===== src/rtl/fadd_seq_if.sv =====
// Request/adder/response bundle for the sequenced FP adder.
// master = requester side, slave = fadd_seq side.
interface fadd_seq_if;
    logic        req_valid;
    logic        req_ready;
    logic        req_sub;
    logic [31:0] req_a;
    logic [31:0] req_b;
    logic [31:0] fa_x1;
    logic [31:0] fa_x2;
    logic [31:0] fa_y;
    logic        fa_ovf;
    logic        rsp_valid;
    logic        rsp_ready;
    logic [31:0] rsp_data;
    logic        rsp_ovf;
    logic        rsp_nan;
    logic        flag_ovf;
    logic        flag_nv;
    logic        flag_clr;

    modport master (
        output req_valid, req_sub, req_a, req_b,
        input  req_ready,
        input  fa_x1, fa_x2,
        output fa_y, fa_ovf,
        input  rsp_valid, rsp_data, rsp_ovf, rsp_nan,
        output rsp_ready,
        input  flag_ovf, flag_nv,
        output flag_clr
    );

    modport slave (
        input  req_valid, req_sub, req_a, req_b,
        output req_ready,
        output fa_x1, fa_x2,
        input  fa_y, fa_ovf,
        output rsp_valid, rsp_data, rsp_ovf, rsp_nan,
        input  rsp_ready,
        output flag_ovf, flag_nv,
        input  flag_clr
    );
endinterface


===== src/rtl/fadd_seq.sv =====
// Sequencer around an external combinational FP adder: registers the
// operands, waits WAIT_CYCLES for the adder to settle, captures the result.
module fadd_seq #(
    parameter int unsigned WAIT_CYCLES = 2
) (
    input logic       clk,
    input logic       rst,
    fadd_seq_if.slave bus
);

    typedef enum logic [1:0] {
        IDLE = 2'd0,
        EXEC = 2'd1,
        HOLD = 2'd2
    } state_t;

    localparam logic [3:0] CNT_INIT = 4'(WAIT_CYCLES - 1);

    state_t      state_q, state_d;
    logic [3:0]  cnt_q, cnt_d;
    logic [31:0] x1_q, x1_d;
    logic [31:0] x2_q, x2_d;
    logic [31:0] data_q, data_d;
    logic        ovf_q, ovf_d;
    logic        nan_q, nan_d;
    logic        fovf_q, fovf_d;
    logic        fnv_q, fnv_d;
    logic        ready;
    logic        accept;
    logic        capture;
    logic        y_nan;
    logic        x1_nan;
    logic        x2_nan;
    logic        invalid;

    function automatic logic is_nan(input logic [31:0] f);
        return (&f[30:23]) & (|f[22:0]);
    endfunction

    // NaN produced from non-NaN operands is an invalid operation
    assign y_nan   = is_nan(bus.fa_y);
    assign x1_nan  = is_nan(x1_q);
    assign x2_nan  = is_nan(x2_q);
    assign invalid = y_nan & ~x1_nan & ~x2_nan;

    // Next-state, handshake and capture logic
    always_comb begin
        state_d = state_q;
        cnt_d   = cnt_q;
        x1_d    = x1_q;
        x2_d    = x2_q;
        data_d  = data_q;
        ovf_d   = ovf_q;
        nan_d   = nan_q;
        ready   = 1'b0;
        capture = 1'b0;
        unique case (state_q)
            IDLE: begin
                ready = 1'b1;
                if (bus.req_valid) state_d = EXEC;
            end
            EXEC: begin
                if (cnt_q != 4'd0) begin
                    cnt_d = cnt_q - 4'd1;
                end else begin
                    capture = 1'b1;
                    state_d = HOLD;
                end
            end
            HOLD: begin
                ready = bus.rsp_ready;
                if (bus.rsp_ready) state_d = bus.req_valid ? EXEC : IDLE;
            end
            default: state_d = IDLE;
        endcase
        accept = bus.req_valid & ready;
        if (accept) begin
            x1_d  = bus.req_a;
            x2_d  = {bus.req_b[31] ^ bus.req_sub, bus.req_b[30:0]};
            cnt_d = CNT_INIT;
        end
        if (capture) begin
            data_d = bus.fa_y;
            ovf_d  = bus.fa_ovf;
            nan_d  = y_nan;
        end
        // a set arriving with a clear wins
        fovf_d = (fovf_q & ~bus.flag_clr) | (capture & bus.fa_ovf);
        fnv_d  = (fnv_q & ~bus.flag_clr) | (capture & invalid);
    end

    // State registers with asynchronous reset
    always_ff @(posedge clk or posedge rst) begin
        if (rst) begin
            state_q <= IDLE;
            cnt_q   <= 4'd0;
            x1_q    <= 32'd0;
            x2_q    <= 32'd0;
            data_q  <= 32'd0;
            ovf_q   <= 1'b0;
            nan_q   <= 1'b0;
            fovf_q  <= 1'b0;
            fnv_q   <= 1'b0;
        end else begin
            state_q <= state_d;
            cnt_q   <= cnt_d;
            x1_q    <= x1_d;
            x2_q    <= x2_d;
            data_q  <= data_d;
            ovf_q   <= ovf_d;
            nan_q   <= nan_d;
            fovf_q  <= fovf_d;
            fnv_q   <= fnv_d;
        end
    end

    assign bus.req_ready = ready;
    assign bus.fa_x1     = x1_q;
    assign bus.fa_x2     = x2_q;
    assign bus.rsp_valid = (state_q == HOLD);
    assign bus.rsp_data  = data_q;
    assign bus.rsp_ovf   = ovf_q;
    assign bus.rsp_nan   = nan_q;
    assign bus.flag_ovf  = fovf_q;
    assign bus.flag_nv   = fnv_q;

endmodule


===== src/flat_wrapper.sv =====
// flat-port wrapper written by rule: the top's interface ports become plain ports
module fadd_seq_flat 
#(
    parameter int unsigned WAIT_CYCLES = 2
)
  (clk, rst, bus_req_valid, bus_req_sub, bus_req_a, bus_req_b, bus_req_ready, bus_fa_x1, bus_fa_x2, bus_fa_y, bus_fa_ovf, bus_rsp_valid, bus_rsp_data, bus_rsp_ovf, bus_rsp_nan, bus_rsp_ready, bus_flag_ovf, bus_flag_nv, bus_flag_clr);
  fadd_seq_if bus_i ();
  input logic clk;
  input logic rst;
  input wire logic [$bits(bus_i.req_valid)-1:0] bus_req_valid;
  input wire logic [$bits(bus_i.req_sub)-1:0] bus_req_sub;
  input wire logic [$bits(bus_i.req_a)-1:0] bus_req_a;
  input wire logic [$bits(bus_i.req_b)-1:0] bus_req_b;
  output wire logic [$bits(bus_i.req_ready)-1:0] bus_req_ready;
  output wire logic [$bits(bus_i.fa_x1)-1:0] bus_fa_x1;
  output wire logic [$bits(bus_i.fa_x2)-1:0] bus_fa_x2;
  input wire logic [$bits(bus_i.fa_y)-1:0] bus_fa_y;
  input wire logic [$bits(bus_i.fa_ovf)-1:0] bus_fa_ovf;
  output wire logic [$bits(bus_i.rsp_valid)-1:0] bus_rsp_valid;
  output wire logic [$bits(bus_i.rsp_data)-1:0] bus_rsp_data;
  output wire logic [$bits(bus_i.rsp_ovf)-1:0] bus_rsp_ovf;
  output wire logic [$bits(bus_i.rsp_nan)-1:0] bus_rsp_nan;
  input wire logic [$bits(bus_i.rsp_ready)-1:0] bus_rsp_ready;
  output wire logic [$bits(bus_i.flag_ovf)-1:0] bus_flag_ovf;
  output wire logic [$bits(bus_i.flag_nv)-1:0] bus_flag_nv;
  input wire logic [$bits(bus_i.flag_clr)-1:0] bus_flag_clr;
  assign bus_i.req_valid = bus_req_valid;
  assign bus_i.req_sub = bus_req_sub;
  assign bus_i.req_a = bus_req_a;
  assign bus_i.req_b = bus_req_b;
  assign bus_req_ready = bus_i.req_ready;
  assign bus_fa_x1 = bus_i.fa_x1;
  assign bus_fa_x2 = bus_i.fa_x2;
  assign bus_i.fa_y = bus_fa_y;
  assign bus_i.fa_ovf = bus_fa_ovf;
  assign bus_rsp_valid = bus_i.rsp_valid;
  assign bus_rsp_data = bus_i.rsp_data;
  assign bus_rsp_ovf = bus_i.rsp_ovf;
  assign bus_rsp_nan = bus_i.rsp_nan;
  assign bus_i.rsp_ready = bus_rsp_ready;
  assign bus_flag_ovf = bus_i.flag_ovf;
  assign bus_flag_nv = bus_i.flag_nv;
  assign bus_i.flag_clr = bus_flag_clr;
  fadd_seq #(.WAIT_CYCLES(WAIT_CYCLES)) u_core (.clk(clk), .rst(rst), .bus(bus_i));
endmodule

===== config.mk =====
export PLATFORM = sky130hd
export DESIGN_NAME = fadd_seq_flat
export DESIGN_NICKNAME = d
export VERILOG_FILES = /design/src/rtl/fadd_seq_if.sv /design/src/rtl/fadd_seq.sv /design/src/flat_wrapper.sv
export SDC_FILE = /design/constraint.sdc
export NUM_CORES = 1
export LEC_CHECK = 0
export BUFFER_PORTS_ARGS = -buffer_cell sky130_fd_sc_hd__clkbuf_2
export CORE_UTILIZATION = 30
export DETAILED_ROUTE_END_ITERATION = 10
export GPL_TIMING_DRIVEN = 1
export PLACE_DENSITY = 0.54
export SYNTH_ARGS = -nofsm -noshare
export SYNTH_HDL_FRONTEND = slang
export SYNTH_SLANG_ARGS = --single-unit

===== constraint.sdc =====
create_clock -name clk -period 6.2 [get_ports clk]
set_input_delay 1.55 -clock clk [delete_from_list [all_inputs] [get_ports clk]]
set_output_delay 1.55 -clock clk [all_outputs]
set_load 0.01 [all_outputs]

# Yosys cells after proc, flatten, opt, wreduce, memory -nomap -nowiden
# Cells that the tools add are included.
classes:
  addsub: 1
  n_eq_ne: 5
  mux: 11
  n_bitwise: 16
  n_reduce_logical: 12
ops:
  columns: ["cell", "n"]
  rows:
  - ["OR reduction 23 bit", 3]
  - ["AND reduction 8 bit", 3]
  - ["two-way mux 4 bit", 3]
  - ["bitwise AND 1 bit", 10]
  - ["two-way mux 2 bit", 3]
  - ["one-hot mux 2 bit (3 select lines)", 1]
  - ["inequality test 2 bit, second input constant", 2]
  - ["nonzero test 2 bit", 2]
  - ["nonzero test 4 bit", 1]
  - ["subtractor 4 x 1 -> 4 bit, second input constant", 1]
  - ["two-way mux 1 bit", 3]
  - ["inverter 1 bit", 3]
  - ["AND reduction 3 bit", 1]
  - ["equality test 2 x 1 -> 1 bit, second input constant", 1]
  - ["equality test 2 bit, second input constant", 1]
  - ["logical NOT 2 bit", 1]
  - ["inequality test 2 x 1 -> 1 bit, second input constant", 1]
  - ["OR 1 bit", 2]
  - ["one-hot mux 1 bit (2 select lines)", 1]
  - ["AND reduction 2 bit", 1]
  - ["bitwise XOR 1 bit", 1]
word_totals:
  register_bits: 106
  in_bits: 103
  out_inout_bits: 102
  elab_cells: 54

# Longest topological paths before layout
# Gate-level depths: netlist of run 1.
depth:
  ltp_word: 7
  depth_mapped: 9
  mapped_depth_nobuf: 6

# Least setup slack after synthesis of run 1
# Ideal clock, no wire load.
synth_path:
  path_type: "in2out"
  start: "input port bus_rsp_ready"
  end: "output port bus_req_ready"
  t_arrival_ps: 1872
  required_time_ps: 4650
  path_slack_ps: 2778
  stages: 2
  n_path_buf: 0
  path_cell_list: "inv_1 -> a21oi_1"
synth_via:
  elab_chain_cells: 1
synth_rtl:
  columns: ["element", "line", "text"]
  rows:
  - ["start, declared", "flat_wrapper.sv:23", "input wire logic [$bits(bus_i.rsp_ready)-1:0] bus_rsp_ready;"]
  - ["one-hot mux 1 bit (2 select lines)", "fadd_seq.sv:57", "unique case (state_q)"]
  - ["end, declared", "flat_wrapper.sv:14", "output wire logic [$bits(bus_i.req_ready)-1:0] bus_req_ready;"]
# Every way passes these cells.

# Final worst setup path of run 1
# Ends and elaborated chain as after synthesis.

==> results_tabular.tex, run 1 <==
\begin{tabular}{lr}
\hline
Metric & Value \\
\hline
\multicolumn{2}{l}{\textbf{Min path}} \\
\quad Worst hold path startpoint & u\_core.bus.rsp\_nan \\
\quad Worst Hold Class & reg2reg \\
\quad Cells on Worst Hold Path & 2 \\
\multicolumn{2}{l}{\textbf{Floorplanning}} \\
\quad DIE AREA & $\sim$15000 um\^{}2 \\
\quad Die Y-Extent & about 120 um \\
\quad Initial core utilization & between 30\% and 40\% \\
\quad Core Box Area & 13880 um\^{}2 \\
\quad Die width & about 120 um \\
\quad Top Ports & 205 \\
\quad Placement Rows & 43 \\
\multicolumn{2}{l}{\textbf{Critical path}} \\
\quad Setup slack, reg-to-reg & approximately 3.9 ns \\
\quad R2r worst-path depth & 6 \\
\quad Top fanout value on the critical path & 3 \\
\quad Cell with the largest stage delay on the worst path & sky130\_fd\_sc\_hd\_\_a21oi\_1 \\
\quad Data arrival time at the worst-slack endpoint & $\sim$2.1 ns \\
\quad Cells along the critical path & clkbuf\_2, inv\_1, a21oi\_1, clkbuf\_2 \\
\quad Startpoint of the most critical register-to-register path & u\_core.cnt\_q[0] \\
\quad Destination of the worst register-to-register timing path & u\_core.bus.rsp\_data[16] \\
\quad Crit Path Class & in2out \\
\quad Category of the worst setup path launch point & input port \\
\quad CP Data Required Time & approximately 4.7 ns \\
\quad CP peak stage delay & 0.24 ns \\
\quad Source of the critical timing path & bus\_rsp\_ready \\
\quad Worst setup path endpoint & bus\_req\_ready \\
\quad Critical path endpoint category & output pin \\
\quad Cell occurring most often along the worst timing path & sky130\_fd\_sc\_hd\_\_clkbuf\_2 \\
\multicolumn{2}{l}{\textbf{Power and ir drop}} \\
\quad Max rail drop VDD & 208.9 uV \\
\quad Cell Pwr Density & between 500 and 600 nW/um\^{}2 \\
\quad Static power due to leakage & slightly below 3 nW \\
\multicolumn{2}{l}{\textbf{STA}} \\
\quad Pins over their slew limit & 0 \\
\quad Worst Skew & 0.004301 ns \\
\quad Maximum frequency from static timing analysis & $\sim$270 MHz \\
\quad Setup-violating endpoint count in the final report & 0 \\
\quad Final cycle utilization of the critical path & about 60\% \\
\quad Worst hold margin & 0.4766 ns \\
\quad Setup repair after global routing missed its margin & no \\
\quad Final setup margin & approximately 2.5 ns \\
\quad Total Neg Setup Slack & 0 ns \\
\quad Pin slew with the least headroom to its limit & 1.176 ns \\
\quad Min cycle time layout & about 3.7 ns \\
\quad Final Hold Vio Count & 0 \\
\quad Max-slew headroom & between 20\% and 30\% \\
\multicolumn{2}{l}{\textbf{Logic synthesis}} \\
\quad Count of synthesis-stage warnings from yosys & 0 \\
\quad Number of enable-type register cells in the synthesized netlist & 0 \\
\quad Post-synthesis async set-or-reset flop share & 100.0\% \\
\quad Combined area of all synthesized cells & 4279 um\^{}2 \\
\quad Post-Syn Area per Cell & around 12 um\^{}2 \\
\quad Syn Nets & approximately 460 \\
\quad Gate count of the mapped netlist & 354 \\
\quad Post-synthesis cell type count & 28 \\
\quad Most common flop cell mapped by yosys & sky130\_fd\_sc\_hd\_\_dfrtp\_1 \\
\quad Proportion of synthesized chip area in sequential cells & roughly three fifths \\
\quad \#FFs+latches synth & 106 \\
\multicolumn{2}{l}{\textbf{CTS}} \\
\quad CTS-repair resized insts & 0 \\
\quad Number of CTS-inserted buffers & 9 \\
\quad Root Buffer Master & sky130\_fd\_sc\_hd\_\_clkbuf\_16 \\
\quad TritonCTS clock tree & built \\
\quad Count of clock tree sinks & $\sim$110 \\
\quad Skew-Pair Late Insertion Delay & $\sim$0.34 ns \\
\quad Setup Buffers After CTS & 0 \\
\quad Maximum root-to-sink buffer count & 2 \\
\quad CTS Hold Buffers Added & 0 \\
\quad Number of H-tree levels & 3 \\
\quad CTS clk-pin slew, worst paths & $\sim$0.060 ns \\
\multicolumn{2}{l}{\textbf{Global routing}} \\
\quad Vias in the first global route & about 3300 \\
\quad Global route overflow & 0 \\
\quad Global Route Usage Sum & between 10 and 15\% \\
\quad Antenna violations before repair & 0 \\
\quad Wire length of the first global-routing pass & roughly 17000 um \\
\quad Pin count of the biggest net entering global routing & 68 \\
\multicolumn{2}{l}{\textbf{Placed design}} \\
\quad Port Buffers & 204 \\
\quad Post-Place Worst Slack & roughly 2.5 ns \\
\quad Routability congestion estimate from global placement & roughly 0.78 \\
\quad Post-detailed-placement half-perimeter wirelength & around 8000 um \\
\quad \# placed instances & 726 \\
\multicolumn{2}{l}{\textbf{Routing}} \\
\quad Detailed-route via count & 3384 \\
\quad Number of detailed-route iterations in the first pass & 5 \\
\quad Number of DRC markers in iteration 0 & $\sim$160 \\
\quad Total wirelength of the detailed-routed design & between 10000 and 15000 um \\
\quad Routed via count divided by cell count & around 4.6 \\
\quad Count of unresolved DRC violations after routing & 0 \\
\quad Post-detailed-route count of antenna-violating nets & 0 \\
\quad Routed length per placed instance & 14.47 um \\
\multicolumn{2}{l}{\textbf{Layout}} \\
\quad Share of cells above drive strength 1 & approximately half \\
\quad Most frequent cells in the layout & 204 x sky130\_fd\_sc\_hd\_\_clkbuf\_2, 106 x sky130\_fd\_sc\_hd\_\_nand2\_1, 106 x sky130\_fd\_sc\_hd\_\_dfrtp\_1, 63 x sky130\_fd\_sc\_hd\_\_mux2\_2, 15 x sky130\_fd\_sc\_hd\_\_nor4\_1 \\
\quad Most common library cell in the layout ignoring fill and taps & sky130\_fd\_sc\_hd\_\_clkbuf\_2 \\
\quad Non-filler cells in the finished layout & between 700 and 800 \\
\quad Number of nets in the layout & 661 \\
\quad Number of inserted diodes & 0 \\
\quad Layout overhead on the synthesized area & 33.01\% \\
\quad Count of fill cells added during filler insertion & between 1000 and 1500 \\
\multicolumn{2}{l}{\textbf{Run}} \\
\quad Max-cap check violation count & 0 \\
\multicolumn{2}{l}{\textbf{Run status}} \\
\quad Outcome & finished clean \\
\hline
\end{tabular}
cell type report:
cell class / count / area [um^2] / share of cell area (%)
clock buffer: 13 / 260.3 / 4.572
inverter: 7 / 28.78 / 0.5056
multi-input combinational: 226 / 1481 / 26.03
timing repair buffer: 207 / 1044 / 18.33
sequential: 106 / 2653 / 46.60
tap: 180 / 225.2 / 3.957
cell usage after synthesis, types with 3 or more instances:
| cell | number | share of area [%] |
|---|---|---|
| sky130_fd_sc_hd__dfrtp_1 | 106 | 62 |
| sky130_fd_sc_hd__nand2_1 | 106 | 9.3 |
| sky130_fd_sc_hd__mux2_2 | 63 | 17 |
| sky130_fd_sc_hd__nor4_1 | 15 | 2.2 |
| sky130_fd_sc_hd__buf_2 | 8 | 0.94 |
| sky130_fd_sc_hd__inv_1 | 7 | 0.61 |
| sky130_fd_sc_hd__nand4_1 | 7 | 1.0 |
| sky130_fd_sc_hd__nor3_1 | 6 | 0.70 |
| sky130_fd_sc_hd__nand3_1 | 4 | 0.47 |
| sky130_fd_sc_hd__a21oi_1 | 3 | 0.35 |
| sky130_fd_sc_hd__buf_4 | 3 | 0.53 |
| sky130_fd_sc_hd__buf_8 | 3 | 1.1 |
state kept, by name, summed over array words and instances, names as in the netlist:
signal	flops
u_core.bus.fa_x1	32
u_core.bus.fa_x2	32
u_core.bus.rsp_data	32
u_core.cnt_q	4
u_core.state_q	2
u_core.bus.flag_nv	1
u_core.bus.flag_ovf	1
u_core.bus.rsp_nan	1
u_core.bus.rsp_ovf	1
routing by layer:
| metal | track usage (%) | wire length [um] |
|---|---|---|
| met5 | 0 | 0 |
| met2 | 23.30 | 5039 |
| met3 | 4.182 | 877 |
| met4 | 6.250 | 146 |
| met1 | 19.48 | 4633 |
worst min-delay path by stage:
stage / slack (ns) / endpoint
3_3_place_gp: 0.46 / u_core.bus.rsp_data[9]
4_1_cts: 0.48 / u_core.bus.rsp_nan
5_1_grt: 0.50 / u_core.bus.rsp_data[5]
2_1_floorplan: 0.50 / u_core.cnt_q[1]
3_5_place_dp: 0.46 / u_core.bus.rsp_nan
6_report: 0.48 / u_core.bus.rsp_nan
worst max-delay path: cells and delay by family:
| kind | cells | cell delay, ns |
|---|---|---|
| buf+inv | 3 | 0.33 |
| compound gates | 1 | 0.24 |
report_power, final:
group          switching, mW  total (mW)  internal (mW)
logic                  0.607        1.16          0.552
clock network          0.231       0.519          0.288
registers              0.242        1.28           1.04
total                   1.08        2.96           1.88
per-stage QoR:
step	utilization (%)	cell area, um^2	power (mW)
2_1_floorplan	-	4279	1.979
3_3_place_gp	39.13	5431	2.449
3_5_place_dp	39.13	5431	2.482
4_1_cts	41.00	5692	3.018
5_1_grt	41.00	5692	3.193
6_report	41.00	5692	2.962
cell families after synthesis:
logic type,Yosys count,share of synthesized area (%)
compound gates,10,1.491
xor+xnor,4,0.8189
fa+ha+maj,1,0.2924
buf+inv,22,3.392
flops,106,61.99
mux,63,16.58
simple gates,148,15.44
No activity file was read; power rests on OpenSTA's default activity.
==> inputs of run 2 (changes only) <==
Settings changed: ABC_AREA set to 1.
Clock period 6.2 ns to 3.8 ns, I/O delays scaled along.
==> results_tabular.tex, run 2 <==
\begin{tabular}{lr}
\hline
Metric & Value \\
\hline
\multicolumn{2}{l}{\textbf{STA}} \\
\quad Setup repair after global routing missed its margin & no \\
\quad Pins over their slew limit & 0 \\
\quad Maximum frequency from static timing analysis & 431.8 MHz \\
\quad Final Hold Vio Count & 0 \\
\quad Max-slew headroom & around 50\% \\
\quad Total Neg Setup Slack & 0 ns \\
\quad Setup-violating endpoint count in the final report & 0 \\
\quad Pin slew with the least headroom to its limit & between 0.7 and 0.8 ns \\
\quad Min cycle time layout & roughly 2.3 ns \\
\quad Worst Skew & slightly above 0.008 ns \\
\quad Final cycle utilization of the critical path & 60.95\% \\
\multicolumn{2}{l}{\textbf{Placed design}} \\
\quad Post-detailed-placement half-perimeter wirelength & a little under 9000 um \\
\quad Port Buffers & between 200 and 250 \\
\quad Routability congestion estimate from global placement & 0.7895 \\
\multicolumn{2}{l}{\textbf{Critical path}} \\
\quad CP Data Required Time & approximately 2.9 ns \\
\quad Data arrival time at the worst-slack endpoint & $\sim$1.4 ns \\
\quad Critical path endpoint category & output pin \\
\quad Cell with the largest stage delay on the worst path & sky130\_fd\_sc\_hd\_\_nor2\_4 \\
\quad Source of the critical timing path & bus\_rsp\_ready \\
\quad CP peak stage delay & about 0.13 ns \\
\quad Startpoint of the most critical register-to-register path & u\_core.state\_q[1] \\
\quad Category of the worst setup path launch point & input port \\
\quad Kind of cell with the highest combined delay on the critical path & buffers and inverters \\
\quad Cells along the critical path & clkbuf\_2, nor2\_4, nor2\_4, clkbuf\_2 \\
\quad Crit Path Class & in2out \\
\quad CP Buf/Inv Count & 2 \\
\quad Top fanout value on the critical path & 2 \\
\multicolumn{2}{l}{\textbf{Logic synthesis}} \\
\quad Most common cell in the netlist & sky130\_fd\_sc\_hd\_\_nand2\_1 \\
\quad Syn Nets & 635 \\
\quad \#FFs+latches synth & between 100 and 150 \\
\quad Library cell occupying the most area in the post-synthesis netlist & sky130\_fd\_sc\_hd\_\_dfrtp\_1 \\
\quad Gate count of the mapped netlist & about 530 \\
\quad Area share of the largest cell type after synthesis & 60.16\% \\
\quad Most common flop cell mapped by yosys & sky130\_fd\_sc\_hd\_\_dfrtp\_1 \\
\quad Post-Syn Area per Cell & 8.304 um\^{}2 \\
\quad Combined area of all synthesized cells & approximately 4400 um\^{}2 \\
\quad Top post-synthesis cells by area & sky130\_fd\_sc\_hd\_\_dfrtp\_1 60\%, sky130\_fd\_sc\_hd\_\_nand2\_1 25\%, sky130\_fd\_sc\_hd\_\_nor2\_1 3.6\% \\
\quad Proportion of synthesized chip area in sequential cells & 60.16\% \\
\quad Synth cell count leaders & 290 x sky130\_fd\_sc\_hd\_\_nand2\_1, 106 x sky130\_fd\_sc\_hd\_\_dfrtp\_1, 42 x sky130\_fd\_sc\_hd\_\_nor2\_1, 22 x sky130\_fd\_sc\_hd\_\_inv\_1, 18 x sky130\_fd\_sc\_hd\_\_o21ai\_0 \\
\quad Post-synthesis async set-or-reset flop share & between 90\% and 100\% \\
\quad Post-synthesis cell type count & 21 \\
\quad Count of synthesis-stage warnings from yosys & 0 \\
\quad Number of enable-type register cells in the synthesized netlist & 0 \\
\multicolumn{2}{l}{\textbf{Routing}} \\
\quad Count of unresolved DRC violations after routing & 0 \\
\quad Routed via count divided by cell count & approximately 4.4 \\
\quad Post-detailed-route count of antenna-violating nets & 0 \\
\quad Total wirelength of the detailed-routed design & around 12000 um \\
\quad Number of detailed-route iterations in the first pass & 4 \\
\quad Routed length per placed instance & 13.19 um \\
\quad Number of DRC markers in iteration 0 & 171 \\
\quad Detailed-route via count & roughly 4000 \\
\multicolumn{2}{l}{\textbf{Power and ir drop}} \\
\quad Sequential Power Share & 41.7\% \\
\quad Cell internal power dissipation & a little under 3 mW \\
\quad Cell Pwr Density & approximately 840 nW/um\^{}2 \\
\quad P\_sw & roughly 2 mW \\
\quad Static power due to leakage & 3.369 nW \\
\quad Sw Share & 40.44\% \\
\quad Part of the power in the clock network & between 10\% and 20\% \\
\quad Max rail drop VDD & 262.5 uV \\
\quad Combinational group share of total power & between 30\% and 40\% \\
\quad Total power consumption of the routed design & about 5 mW \\
\multicolumn{2}{l}{\textbf{Global routing}} \\
\quad Global route overflow & 0 \\
\quad Pin count of the biggest net entering global routing & 79 \\
\quad Wire length of the first global-routing pass & 18680 um \\
\quad Vias in the first global route & about 3800 \\
\quad Antenna violations before repair & 1 \\
\quad Global Route Usage Sum & about 16\% \\
\multicolumn{2}{l}{\textbf{CTS}} \\
\quad TritonCTS clock tree & built \\
\quad Number of H-tree levels & 3 \\
\quad CTS-repair resized insts & 0 \\
\quad Maximum root-to-sink buffer count & 2 \\
\quad Root Buffer Master & sky130\_fd\_sc\_hd\_\_clkbuf\_16 \\
\quad Number of CTS-inserted buffers & 9 \\
\quad CTS Hold Buffers Added & 0 \\
\quad Skew-Pair Late Insertion Delay & 0.34 ns \\
\quad CTS clk-pin slew, worst paths & about 0.060 ns \\
\quad Count of clock tree sinks & between 100 and 150 \\
\quad Setup Buffers After CTS & 0 \\
\multicolumn{2}{l}{\textbf{Floorplanning}} \\
\quad Placement Rows & 43 \\
\quad Top Ports & roughly 200 \\
\quad Die width & approximately 120 um \\
\quad Initial core utilization & a little under a third \\
\quad Die Y-Extent & $\sim$120 um \\
\quad DIE AREA & 15190 um\^{}2 \\
\quad Core Box Area & around 14000 um\^{}2 \\
\multicolumn{2}{l}{\textbf{Layout}} \\
\quad Number of nets in the layout & around 830 \\
\quad Total area of multi-input combinational cells & 1526 um\^{}2 \\
\quad Layout overhead on the synthesized area & 32.63\% \\
\quad Most frequent cells in the layout & 290 x sky130\_fd\_sc\_hd\_\_nand2\_1, 204 x sky130\_fd\_sc\_hd\_\_clkbuf\_2, 106 x sky130\_fd\_sc\_hd\_\_dfrtp\_1, 42 x sky130\_fd\_sc\_hd\_\_nor2\_1, 21 x sky130\_fd\_sc\_hd\_\_inv\_1 \\
\quad Share of cells above drive strength 1 & between 30\% and 40\% \\
\quad Most common library cell in the layout ignoring fill and taps & sky130\_fd\_sc\_hd\_\_nand2\_1 \\
\quad Utilization of the core after routing & between 40\% and 50\% \\
\quad Seq. cell area & 2653 um\^{}2 \\
\quad Count of fill cells added during filler insertion & between 1000 and 1500 \\
\multicolumn{2}{l}{\textbf{Run status}} \\
\quad Outcome & finished clean \\
\multicolumn{2}{l}{\textbf{Min path}} \\
\quad Worst hold path startpoint & u\_core.bus.rsp\_data[31] \\
\quad Worst Hold Class & reg2reg \\
\multicolumn{2}{l}{\textbf{Run}} \\
\quad Max-cap check violation count & 0 \\
\hline
\end{tabular}
[run 2: power by group through the flow]
stage / logic (mW) / registers [mW] / clock network, mW
final: 1.94 / 2.05 / 0.926
after floorplan: 0.959 / 2.25 / 0
after global placement: 1.95 / 2.05 / 0
after CTS: 1.98 / 2.06 / 0.955
after global routing: 2.22 / 2.12 / 0.999
after detailed placement: 1.98 / 2.07 / 0
[run 2: final timing paths]
| check | end | slack [ns] | depth (start not counted) |
|---|---|---|---|
| worst max-delay path | bus_req_ready | 1.48 | 4 |
| worst min-delay path | u_core.bus.rsp_data[31] | 0.47 | 2 |
| worst max register to register | u_core.bus.fa_x1[3] | 1.76 | 6 |
| worst min register to register | u_core.bus.rsp_data[31] | 0.47 | 2 |
| max in group asynchronous | u_core.state_q[1] | 2.32 | 3 |
| min in group asynchronous | u_core.bus.rsp_data[25] | 0.71 | 2 |
[run 2: worst reg2reg max path: cells and delay by family (launching register included)]
family                 cells  cell delay, ns
DFF                        1            0.37
and+or+nand+nor            3            0.47
AOI/OAI and AO/OA          1            0.22
buffers and inverters      2            0.82
[run 2: layout make-up]
cell class | instances | share of cell area, %
Antenna cell | 1 | 0.04279
Clock inverter | 3 | 0.6846
Inverter | 27 | 1.819
Timing Repair Buffer | 206 | 17.93
Tap cell | 180 | 3.851
Multi-Input combinational cell | 379 | 26.10
Clock buffer | 12 | 4.215
Sequential cell | 106 | 45.36
[run 2: routing by layer]
| metal | wire [um] | GRT usage [%] | vias to the layer above |
|---|---|---|---|
| li1 | - | - | 2011 |
| met1 | 5457 | 21.76 | 1849 |
| met2 | 5272 | 24.34 | 169 |
| met3 | 1157 | 5.443 | 14 |
| met4 | 167 | 6.024 | 0 |
| met5 | 0 | 0 | - |
[run 2: logic make-up after synthesis]
group	share of synthesized area (%)
DFF	60.16
adders and majority gates	0.2837
xor gates and xnor gates	0.1987
buffers and inverters	5.221
AOI/OAI and AO/OA	2.526
and+or+nand+nor	31.61
[run 2: through the flow]
step                instances  instance area, um^2  hold slack, ns  setup slack (ns)
CTS                       913                 5846          0.4752             1.468
global placement          898                 5559          0.4540             1.170
detailed placement        898                 5559          0.4587             1.099
global route              913                 5846          0.4881             1.288
floorplan                 531                 4409          0.4531           0.06111
finish                    914                 5848          0.4703             1.484
